--- src/rtl/fetch_pkg.sv ---
// Shared definitions for the instruction fetch stage: FSM encodings,
// instruction field bounds and PC constants.
package fetch_pkg;

  typedef logic [2:0] state_t;

  localparam state_t IDLE  = 3'd0;
  localparam state_t REQ   = 3'd1;
  localparam state_t WAIT  = 3'd2;
  localparam state_t HOLD  = 3'd3;
  localparam state_t FLUSH = 3'd4;

  localparam int OPC_MSB = 31;
  localparam int OPC_LSB = 26;

  localparam logic [31:0] PC_INC           = 32'd4;
  localparam logic [31:0] DEFAULT_RESET_PC = 32'h0000_0000;

endpackage

--- src/rtl/next_pc_calc.sv ---
// Combinational redirect decision and target computation from the
// resolve-stage decode fields; shared with the future pipelined fetch.
module next_pc_calc
  import fetch_pkg::*;
(
  input  logic        resolve_valid,
  input  logic        ctl_branch,
  input  logic        ctl_bne,
  input  logic        ctl_jump,
  input  logic        alu_zero,
  input  logic [15:0] imm16,
  input  logic [25:0] jtarget26,
  input  logic [31:0] res_pc_plus4,
  output logic        redirect,
  output logic [31:0] target
);

  logic [31:0] branch_offset;
  logic [31:0] branch_target;
  logic [31:0] jump_target;

  // Branch offset is a signed word count, so sign-extend then scale by 4.
  assign branch_offset = {{14{imm16[15]}}, imm16, 2'b00};
  assign branch_target = res_pc_plus4 + branch_offset;
  assign jump_target   = {res_pc_plus4[31:28], jtarget26, 2'b00};

  assign redirect = resolve_valid & (ctl_jump | (ctl_branch & (alu_zero ^ ctl_bne)));
  assign target   = ctl_jump ? jump_target : branch_target;

endmodule

--- src/rtl/fetch_unit.sv ---
// Instruction fetch stage: owns the PC, issues one outstanding word read at
// a time, hands instructions to decode and squashes stale responses.
module fetch_unit
  import fetch_pkg::*;
#(
  parameter logic [31:0] RESET_PC = DEFAULT_RESET_PC
) (
  input  logic        clk,
  input  logic        rst,
  output logic        imem_req,
  output logic [31:0] imem_addr,
  input  logic        imem_valid,
  input  logic [31:0] imem_rdata,
  output logic        instr_valid,
  input  logic        instr_ready,
  output logic [31:0] instr,
  output logic [31:0] instr_pc,
  output logic [5:0]  opcode,
  input  logic        resolve_valid,
  input  logic        ctl_branch,
  input  logic        ctl_bne,
  input  logic        ctl_jump,
  input  logic        alu_zero,
  input  logic [15:0] imm16,
  input  logic [25:0] jtarget26,
  input  logic [31:0] res_pc_plus4
);

  state_t      state;
  logic [31:0] fetch_pc;
  logic        redirect;
  logic [31:0] target;

  next_pc_calc u_next_pc_calc (
    .resolve_valid (resolve_valid),
    .ctl_branch    (ctl_branch),
    .ctl_bne       (ctl_bne),
    .ctl_jump      (ctl_jump),
    .alu_zero      (alu_zero),
    .imm16         (imm16),
    .jtarget26     (jtarget26),
    .res_pc_plus4  (res_pc_plus4),
    .redirect      (redirect),
    .target        (target)
  );

  // A redirect in REQ suppresses the strobe so the wrong-path read is never issued.
  assign imem_req  = (state == REQ) && !redirect;
  assign imem_addr = fetch_pc;
  assign opcode    = instr[OPC_MSB:OPC_LSB];

  always_ff @(posedge clk or posedge rst) begin
    if (rst) begin
      state       <= IDLE;
      fetch_pc    <= RESET_PC;
      instr       <= '0;
      instr_pc    <= '0;
      instr_valid <= 1'b0;
    end else begin
      case (state)
        IDLE: state <= REQ;

        REQ: begin
          if (redirect) fetch_pc <= target;
          else          state    <= WAIT;
        end

        WAIT: begin
          if (redirect) begin
            fetch_pc <= target;
            state    <= imem_valid ? REQ : FLUSH;
          end else if (imem_valid) begin
            instr       <= imem_rdata;
            instr_pc    <= fetch_pc;
            fetch_pc    <= fetch_pc + PC_INC;
            instr_valid <= 1'b1;
            state       <= HOLD;
          end
        end

        HOLD: begin
          if (redirect) begin
            instr_valid <= 1'b0;
            fetch_pc    <= target;
            state       <= REQ;
          end else if (instr_ready) begin
            instr_valid <= 1'b0;
            state       <= REQ;
          end
        end

        // The response to the squashed read is still owed; swallow it before reissuing.
        FLUSH: begin
          if (redirect)   fetch_pc <= target;
          if (imem_valid) state    <= REQ;
        end

        default: state <= IDLE;
      endcase
    end
  end

  a_no_unsolicited_rsp: assert property (@(posedge clk) disable iff (rst)
    imem_valid |-> (state == WAIT || state == FLUSH));

endmodule
--- config.mk ---
export PLATFORM = sky130hd
export DESIGN_NAME = fetch_unit
export DESIGN_NICKNAME = d
export VERILOG_FILES = /design/src/rtl/fetch_pkg.sv /design/src/rtl/next_pc_calc.sv /design/src/rtl/fetch_unit.sv
export SDC_FILE = /design/constraint.sdc
export NUM_CORES = 1
export LEC_CHECK = 0
export ABC_AREA = 1
export BUFFER_PORTS_ARGS = -buffer_cell sky130_fd_sc_hd__buf_2
export CAP_MARGIN = 10
export CORE_MARGIN = 5
export CORE_UTILIZATION = 57
export CTS_BUF_LIST = sky130_fd_sc_hd__clkbuf_16
export DETAILED_ROUTE_END_ITERATION = 6
export PLACE_DENSITY = 0.87
export SYNTH_ARGS = -nofsm -noshare
export SYNTH_HDL_FRONTEND = slang
export SYNTH_SLANG_ARGS = --single-unit
--- constraint.sdc ---
create_clock -name clk -period 7.87 [get_ports clk]
set_input_delay 1.574 -clock clk [delete_from_list [all_inputs] [get_ports clk]]
set_output_delay 1.574 -clock clk [all_outputs]
set_load 0.02 [all_outputs]
==> run metrics <==
RR Endpoint=instr_pc[8]; I/O pins=219; final hold slack=approximately 0.47 ns; dominant synthesized flop cell=dfrtp_1; Synth area leader=dfrtp_1; # DRC=0; Area Overhead vs Synth=18.9%; #FFs+latches synth=100; Die W=about 120 µm; Sw Ratio=between 40% and 50%; met3 track demand over resource=4.00%; Layout Utilization=a little over two thirds; DR WL/cell=between 10 and 15 µm; Yosys warnings=0; CTS Buf Count=9; DP Wirelength=around 17000 µm; CTS-repair resized insts=0; RSZ-0062 raised after global routing=no; Inserted Diodes=0; Iteration-0 DRC Markers=683; # hold bufs at CTS=0; largest net degree at the start of global routing=90; CP Max Fanout=38; Die Y=124 µm; register area share after synthesis=between 30% and 40%; Worst Reg-to-Reg Cells=7; final setup TNS=0 ns; Clk Latency, worst-skew pair=roughly 0.34 ns; top post-synthesis cells by area=dfrtp_1 (34%), nand2_1 (24%), inv_1 (7.1%), ha_1 (5.1%), nand3_1 (5.0%); Post-synth top cells=nand2_1 (471), inv_1 (140), dfrtp_1 (100), nand3_1 (74), a21oi_1 (69); FMAX=213 MHz; Max Cap Violations=0; Logic pwr share=52.1%; CP Data Arrival Time=just over 3 ns; reg2reg setup slack=roughly 5.4 ns; Core Area=about 13000 µm²; Syn Inst Count=around 1200; met1 usage=37.2%; clk slew on worst S/H paths=0.06 ns; worst r2r src=state[0]; input/output buffers=218; Seq pwr share=between 30% and 40%; Worst setup EP type=primary output; die area=~15000 µm²; Hold Path Stages=2; clock share of power=around 15%; root buf cell=clkbuf_16; fin nets=roughly 1500; Final Critical Period=roughly 4.7 ns; Routed WL=~22000 µm; vias in the first global route=~7500; Slew HR=38.9%; Leak Pwr=between 5 and 6 nW; Max clock buf depth=2; # Post-CTS Setup Buffers=0; P_sw=approximately 1.5 mW; first-pass GRT wire length=35600 µm; Synth top area share=~34%; all-layer global routing usage=29.1%; critical path type=in2out; routability cong.=approximately 0.95; Netlist cell types=41; hold endpoint=instr[9]; # fillers=roughly 1100; Post-synth EDFFs=0; initial antenna violation count=0; global route overflow=0; number of nets with antenna violations after routing=0; status=finished, final reports clean; Final setup viols=0; Worst VDD drop=between 0.1 and 0.15 mV; Hold Fails Final Rpt=0; Net Count, Synth=~1300; period utilization=59.6%; Slew Limit Fails=0; share of cells above drive strength 1=19.8%; Netlist Area Pre-Place=7430 µm²; Cell Pwr Density=331 nW/µm²; drt first pass iters=6; starting density of the core=between 50% and 60%; HP Class=reg2reg; Critical Path Source Type=input port; row cnt=41; internal power=about 1.5 mW; Post-synth ARST share=100%; via count=8056; vias per cell=roughly 5.3; Layout Skew=just over 0.008 ns; hold path start=instr[9]; Mapped Avg Cell Area=roughly 6.5 µm²; Worst Path Required=6.30 ns; met2 usage=between 50% and 60%; Worst Tran Pin Value=about 0.91 ns; most used routing layer=met2; CTS tree=yes; clock sinks=100; cell with the most instances after synthesis=nand2_1; H-tree levels=3
==> per-layer routing <==
| metal | up-vias | wire, µm |
|---|---|---|
| li1 | 4025 | - |
| met1 | 3622 | 8920 |
| met2 | 355 | 10800 |
| met3 | 54 | 2140 |
| met4 | 0 | 629 |
| met5 | - | 0 |
==> power groups by stage <==
stage                     Combinational [mW]  Clock (mW)  Sequential (mW)
after floorplan                        0.761           0             1.22
after global placement                  1.46           0            0.962
after detailed placement                1.50           0            0.969
after CTS                               1.52       0.429            0.967
after global routing                    1.69       0.444             1.00
final                                   1.52       0.427            0.974
==> worst max-delay path: stages <==
cell     delay (ns)
buf_2          0.50
inv_2          0.41
nand2_1        0.23
nand2_4        0.10
inv_2          0.08
nor3_1         0.04
buf_2          0.16
==> kinds of logic after synthesis <==
kind of cell,Yosys count,share of synthesized area (%)
DFF,100,33.7
AOI/OAI and AO/OA,153,10.9
and+or+nand+nor,670,38.4
buffers and inverters,183,10.2
xor gates and xnor gates,13,1.53
adders and majority gates,31,5.32
==> through the flow <==
stage          worst slack [ns]  cell area [µm²]  total power [mW]  std cells
2_1_floorplan              3.68             7430              1.98       1150
6_report                   3.18             8830              2.92       1521
3_5_place_dp               3.24             8550              2.47       1506
4_1_cts                    3.24             8830              2.92       1521
5_1_grt                    3.07             8830              3.14       1521
3_3_place_gp               3.28             8550              2.42       1506
==> sequential cells by signal, indices dropped and copies added, names as in the netlist <==
name         flops
imem_addr       32
instr           32
instr_pc        32
state            3
instr_valid      1
==> cells in the final DEF, fill, tap and decap left out, drive strengths merged, types with 4 or more instances in the layout <==
cell type	n
inv	150
xor2	10
ha	30
nand3	75
a21oi	69
nand3b	4
o211ai	4
o21ai	69
clkbuf	9
nor2	74
buf	220
dfrtp	100
nand2	480
nor3	19
nand4	11
o21bai	4
==> layout make-up <==
cell class,count,area (µm²),share of cell area [%]
tap,172,215,2.44
sequential,100,2500,28.3
clock inverter,6,57.6,0.652
timing repair buffer,220,1110,12.5
clock buffer,9,225,2.55
multi-input combinational,867,4170,47.2
inverter,147,559,6.33
==> how the worst max path moves through the flow <==
stage | start | to | slack, ns | cells after the start
finish | ctl_jump | imem_req | 3.18 | 7
global route | ctl_jump | imem_req | 3.07 | 7
CTS | ctl_jump | imem_req | 3.24 | 7
detailed placement | ctl_jump | imem_req | 3.24 | 7
global placement | ctl_jump | imem_req | 3.28 | 7
floorplan | rst | imem_addr[0] | 3.68 | 1
No activity file was read; power rests on OpenSTA's default activity.
